===== config.mk =====
export PLATFORM = sky130hd
export DESIGN_NAME = wedding_light_3
export DESIGN_NICKNAME = d
export VERILOG_FILES = /design/src/rtl/wedding_light_3.sv
export SDC_FILE = /design/constraint.sdc
export NUM_CORES = 1
export LEC_CHECK = 0
export CAP_MARGIN = 20
export CORE_MARGIN = 2
export CORE_UTILIZATION = 55
export DETAILED_ROUTE_END_ITERATION = 12
export DONT_BUFFER_PORTS = 1
export PLACE_DENSITY = 0.7
export SYNTH_ARGS = -nofsm -noshare
export SYNTH_HDL_FRONTEND = slang
export SYNTH_SLANG_ARGS = --single-unit

===== constraint.sdc =====
create_clock -name clk -period 2.9 [get_ports clk]
set_input_delay 0.435 -clock clk [delete_from_list [all_inputs] [get_ports clk]]
set_output_delay 0.435 -clock clk [all_outputs]
set_load 0.05 [all_outputs]

===== src/rtl/wedding_light_3.sv =====
// 16-LED decorative pattern generator: off, chase, bounce and Johnson fill/empty at selectable speed.
// Define WEDDING_LIGHT_ACTIVE_LOW_EN to drive q inverted for active-low LED hardware.
module wedding_light_3 #(
    parameter int unsigned N_LEDS = 16,
    parameter int unsigned SPD_W  = 3
) (
    input  logic                clk,
    input  logic                rst,
    input  logic [SPD_W+1:0]    load,
    output logic [N_LEDS-1:0]   q
);

    localparam logic [1:0] MODE_OFF    = 2'b00;
    localparam logic [1:0] MODE_CHASE  = 2'b01;
    localparam logic [1:0] MODE_BOUNCE = 2'b10;
    localparam logic [1:0] MODE_FILL   = 2'b11;

    localparam logic DIR_LEFT  = 1'b0;
    localparam logic DIR_RIGHT = 1'b1;

    localparam logic [N_LEDS-1:0] ONE = N_LEDS'(1);

    logic [N_LEDS-1:0] pat_q, pat_d, step_pat;
    logic [1:0]        mode_q, mode_new;
    logic [SPD_W-1:0]  spd_q, spd_new;
    logic [SPD_W-1:0]  cnt_q, cnt_d;
    logic              dir_q, dir_d, step_dir;
    logic              pat_onehot;

    assign mode_new   = load[1:0];
    assign spd_new    = load[SPD_W+1:2];
    assign pat_onehot = (pat_q != '0) && ((pat_q & (pat_q - ONE)) == '0);

    // Next pattern if a step fires this edge; non-one-hot values in chase/bounce reload init.
    always_comb begin
        step_pat = pat_q;
        step_dir = dir_q;
        case (mode_q)
            MODE_CHASE: begin
                if (!pat_onehot) begin
                    step_pat = ONE;
                end else begin
                    step_pat = {pat_q[N_LEDS-2:0], pat_q[N_LEDS-1]};
                end
            end
            MODE_BOUNCE: begin
                if (!pat_onehot) begin
                    step_pat = ONE;
                    step_dir = DIR_LEFT;
                end else if (dir_q == DIR_LEFT) begin
                    if (pat_q[N_LEDS-1]) begin
                        step_pat = pat_q >> 1;
                        step_dir = DIR_RIGHT;
                    end else begin
                        step_pat = pat_q << 1;
                    end
                end else begin
                    if (pat_q[0]) begin
                        step_pat = pat_q << 1;
                        step_dir = DIR_LEFT;
                    end else begin
                        step_pat = pat_q >> 1;
                    end
                end
            end
            MODE_FILL: begin
                step_pat = {pat_q[N_LEDS-2:0], ~pat_q[N_LEDS-1]};
            end
            default: begin
                step_pat = '0;
            end
        endcase
    end

    always_comb begin
        pat_d = pat_q;
        cnt_d = cnt_q;
        dir_d = dir_q;
        if (mode_new != mode_q) begin
            pat_d = (mode_new == MODE_OFF) ? '0 : ONE;
            cnt_d = '0;
            dir_d = DIR_LEFT;
        end else if (mode_q == MODE_OFF) begin
            pat_d = '0;
            cnt_d = '0;
        end else if (cnt_q >= spd_q) begin
            // >= so that lowering the speed below the running count still steps
            pat_d = step_pat;
            dir_d = step_dir;
            cnt_d = '0;
        end else begin
            cnt_d = cnt_q + SPD_W'(1);
        end
    end

    always_ff @(posedge clk or posedge rst) begin
        if (rst) begin
            pat_q  <= '0;
            mode_q <= MODE_OFF;
            spd_q  <= '0;
            cnt_q  <= '0;
            dir_q  <= DIR_LEFT;
        end else begin
            pat_q  <= pat_d;
            mode_q <= mode_new;
            spd_q  <= spd_new;
            cnt_q  <= cnt_d;
            dir_q  <= dir_d;
        end
    end

`ifdef WEDDING_LIGHT_ACTIVE_LOW_EN
    assign q = ~pat_q;
`else
    assign q = pat_q;
`endif

endmodule


# --- After elaboration in Yosys (flattened, before gate mapping) ---
# Index checks and enable logic that the tools add are counted.
op_classes:
  n_addsub: 2
  order_cmp: 1
  eq_ne: 5
  mux: 21
  n_bitwise: 2
  n_reduce_logical: 9
op_table:
  columns: ["op", "count"]
  rows:
  - ["$mux W16", 8]
  - ["$pmux W16 S3", 1]
  - ["$and A16 B16 Y16", 1]
  - ["$logic_not A16 Y1", 1]
  - ["$reduce_bool A16 Y1", 1]
  - ["$sub A16 B1 Y16 const B", 1]
  - ["$mux W1", 9]
  - ["$mux W3", 3]
  - ["$eq A2 B2 Y1 const B", 2]
  - ["$logic_not A2 Y1", 2]
  - ["$reduce_bool A2 Y1", 2]
  - ["$add A3 B1 Y3 const B", 1]
  - ["$ge A3 B3 Y1", 1]
  - ["$reduce_and A3 Y1", 1]
  - ["$reduce_bool A3 Y1", 1]
  - ["$eq A2 B1 Y1 const B", 1]
  - ["$ne A2 B2 Y1", 1]
  - ["$ne A2 B2 Y1 const B", 1]
  - ["$logic_and A1 B1 Y1", 1]
  - ["$not A1 Y1", 1]
totals:
  reg_bits: 25
  inputBits: 7
  output_inout_bits: 16
  wordCells: 45

# --- Depth between registers and ports, before layout ---
depth:
  word_depth: 9
  depth_mapped: 10
  mapped_depth_nobuf: 9

# --- Worst setup path before layout ---
# OpenSTA, ideal clock, no wires.
synth_timing:
  path_kind: "flip-flop to flip-flop"
  start: "register pat_q[0] (netlist: q[0])"
  end: "register pat_q[9] (netlist: q[9])"
  setup_time_ps: 126
  arrival_ps: 2801
  required_ps: 2774
  setup_slack_ps: -27
  path_stages_with_launch: 11
  n_path_buf: 3
  synth_period_minus_slack_ps: 2927
  path_cell_list: "dfrtp_1 -> buf_6 -> or4_4 -> or2_4 -> nor3_4 -> xnor2_1 -> and3_1 -> buf_6 -> a32o_2 -> buf_6 -> a221o_1"
synth_between:
  elab_chain_len: 9
  word_cells_on_any_way: 13
  classes_between: "add/sub (1); mux (8); bitwise (1); reduce/logical (3)"
synth_lines:
  columns: ["item", "line_no", "source"]
  rows:
  - ["start, declared", "23", "logic [N_LEDS-1:0] pat_q, pat_d, step_pat;"]
  - ["start signal, assigned", "104", "pat_q <= pat_d;"]
  - ["$sub A16 B1 Y16", "32", "assign pat_onehot = (pat_q != '0) && ((pat_q & (pat_q - ONE)) == '0);"]
  - ["$and A16 B16 Y16", "32", null]
  - ["$logic_not A16 Y1", "32", null]
  - ["$logic_and A1 B1 Y1", "32", null]
  - ["$mux W16, on equally long branches", "47, 40", null]
  - ["$pmux W16 S3 *", "38", "case (mode_q)"]
  - ["$mux W16 *", "86", "end else if (cnt_q >= spd_q) begin"]
  - ["$mux W16 *", "83", "end else if (mode_q == MODE_OFF) begin"]
  - ["$mux W16 *", "79", "if (mode_new != mode_q) begin"]
# Every way passes the cells marked *; elsewhere a longest branch is shown, timed or not. The select of a mux whose other input is x is not followed.
# A chain may end at the register's enable or synchronous reset.

# --- Worst setup path in the final report ---
layout_timing:
  start: "register pat_q[0] (netlist: q[0])"
  end: "register pat_q[5] (netlist: q[5])"
# The elaborated chain is that of the path after synthesis.

==> impl_metrics.tcl <==
set metrics [dict create \
    arrival_ps 2940 \
    final-max-slew-violation-count 0 \
    grt_usage_pct 21.67 \
    clock_latency_ps 330 \
    wl_mm 3.246 \
    clock_skew_ps 9.741 \
    dpl.cell_count 192 \
    die_area_mm2 0.003186 \
    maxClockFrequency_ghz 0.3753 \
    synth_top_cell_by_area "dfrtp_1" \
    fin_setup_tns_ps 0 \
    async_flop_share_pct 100.0 \
    synthFlopType "dfrtp_1" \
    max_slew_margin_pct 62.67 \
    ant_nets 0 \
    drc 0 \
    cts_tree "yes" \
    ctsHtreeMaxLevel 1 \
    finalSetupViolCount 0 \
    die_y_um 56.45 \
    area_growth_pct 10.75 \
    cts-root-buf "clkbuf_4" \
    viasPerCell 6.274 \
    synth_edf_count 0 \
    hold_viol_final 0 \
    grt_pass1_wl_mm 5.457 \
    power_density_mw_per_mm2 396.6 \
    clk_path_buf_depth 2 \
    synth_cell_type_count 47 \
    wl_met2_mm 1.519 \
    clock_sinks 25 \
    status "finished clean" \
    crit_slowest_cell "or4_4" \
    hp-class "in2async" \
    peakVddDrop_v 0.0002380 \
    avgRoutedWirePerCell_um 16.48 \
    synth_nets 162 \
    worstPathCellList "or4_4 > or2_4 > o41a_1 > nor3_2 > and3_1 > a32o_2 > a221o_1" \
    place.gp.congestion 0.8776 \
    core-area_mm2 0.002686 \
    n_antenna_cell 0 \
    drt_first_pass_iters 4 \
    hpwlAfterDp_mm 2.329 \
    fin_nets 178 \
    grt_max_degree 26 \
    synth_top_cells_by_area "dfrtp_1 41%, a221o_1 7.9%, and2_1 6.6%" \
    slowest_delay_ps 550 \
    rows 19 \
    start_util_pct 56.31 \
    dr_wl_met3_um 177 \
    grt-ovfl-total 0 \
    grt_pass1_vias 1205 \
    path_clk_slew_ps 140 \
    cellLeakagePower_nw 0.8015 \
    ctsResizeCount 0 \
    drive_gt1_share_pct 21.69 \
    syn_inst 151 \
    synth_area_per_cell_um2 10.02 \
    synthesis.area_mm2 0.001513 \
    synth-seq-area-share_pct 41.36 \
    rsz0062_at_grt "no" \
    dr.first_iter.drc_count 42 \
    crit_path_start_kind "register" \
    post_cts_buffers 0 \
    num_vias 1236 \
    stdcell_count 197 \
    synth_seq_cells 25 \
    end_kind "register" \
    fin_crit_ps 2664 \
    tightest_slew_ps 555.7 \
    ys_warn_count 0 \
    yosysMostFrequentCell "dfrtp_1" \
    cts_inserted_buffers 3 \
    top_layer_used "met4" \
    fillers 224 \
    antenna_found_initial 0 \
    cts_hold_buf 0 \
    die_x_um 56.45 \
    critical_path_class "reg2reg" \
    io_buffer_count 0 \
    synth_commonest_cells "25 x dfrtp_1, 16 x and2_1, 12 x a221o_1" \
    synth_top_area_share_pct 41.36 \
    crit_required_ps 3180 \
    min_period_over_period_pct 91.87 \
    pin_count 23 \
    crit_path_max_fanout 13 \
    wl_met1_mm 1.501 \
    crit_family "simple AND/OR/NAND/NOR gates" \
    cp_num_buf_inv 0 \
    p_total_mw 0.6644 \
    cap_violations 0 \
]
## kinds of logic after synthesis
kind of cell,after synthesis,synth area share [%]
AND/OR/NAND/NOR,59,23.41
adder cells (fa/ha/maj),6,4.632
flip-flops,25,41.36
buffers and inverters,16,6.120
AO/OA/AOI/OAI,43,23.33
XOR/XNOR,2,1.158
## per-layer routing
metal | track usage, % | vias to the layer above
li1 | - | 595
met1 | 28.51 | 605
met2 | 34.72 | 31
met3 | 5.069 | 5
met4 | 7.823 | 0
met5 | 0 | -
## placed cells by master, fill, tap and decap left out, drive strengths merged, types with 2 or more instances in the layout
| cell type | n |
|---|---|
| o211ai | 2 |
| a21oi | 6 |
| nand2 | 6 |
| nor4 | 2 |
| a221o | 12 |
| buf | 21 |
| and2 | 16 |
| a22o | 2 |
| clkbuf | 3 |
| maj3 | 2 |
| nand3 | 2 |
| nor3 | 4 |
| nand4 | 3 |
| ha | 4 |
| a211oi | 3 |
| inv | 6 |
| or4 | 3 |
| o21ai | 4 |
| nor2b | 7 |
| nor2 | 11 |
| dfrtp | 25 |
## report_power, final
group	internal (mW)	leakage [nW]	switching [mW]	total, mW
combinational	0.0545	0.452	0.0841	0.139
sequential	0.358	0.332	0.00658	0.365
clock	0.0518	0.0177	0.109	0.161
## through the flow
step | util [%] | hold WS, ps | cell area (um^2) | setup WS, ps
after floorplan | - | 462.3 | 1514 | 70.65
after global placement | 60.78 | 466.5 | 1633 | 310.8
after detailed placement | 60.78 | 466.5 | 1633 | 270.4
after CTS | 61.81 | 115.7 | 1660 | 234.0
after global routing | 62.37 | 38.33 | 1675 | 71.98
final | 62.37 | 4.947 | 1675 | 235.7
## path summary, 6_finish.rpt
check / from / slack (ps) / cells past startpoint / to
worst max-delay path: q[0] / 240 / 7 / q[5]
worst min-delay path: rst / 5 / 1 / q[12]
worst max register to register: q[0] / 240 / 7 / q[5]
worst min register to register: cnt_q[0] / 590 / 2 / cnt_q[0]
max in group asynchronous: rst / 2420 / 2 / mode_q[1]
min in group clk: load[2] / 120 / 0 / spd_q[0]
## final cells by class
type                            count  area [um^2]  share of cell area [%]
Multi-Input combinational cell    110        794.5                   47.42
Sequential cell                    25        626.9                   37.42
Timing Repair Buffer               21        165.2                   9.858
Tap cell                           31        38.79                   2.315
Clock buffer                        3        22.52                   1.344
Inverter                            6        22.52                   1.344
Clock inverter                      1        5.005                  0.2987
## sequential cells by signal (all words and copies together), names as in the netlist
register  cells
q            16
cnt_q         3
spd_q         3
mode_q        2
dir_q         1
(Power assumes the default switching activity.)
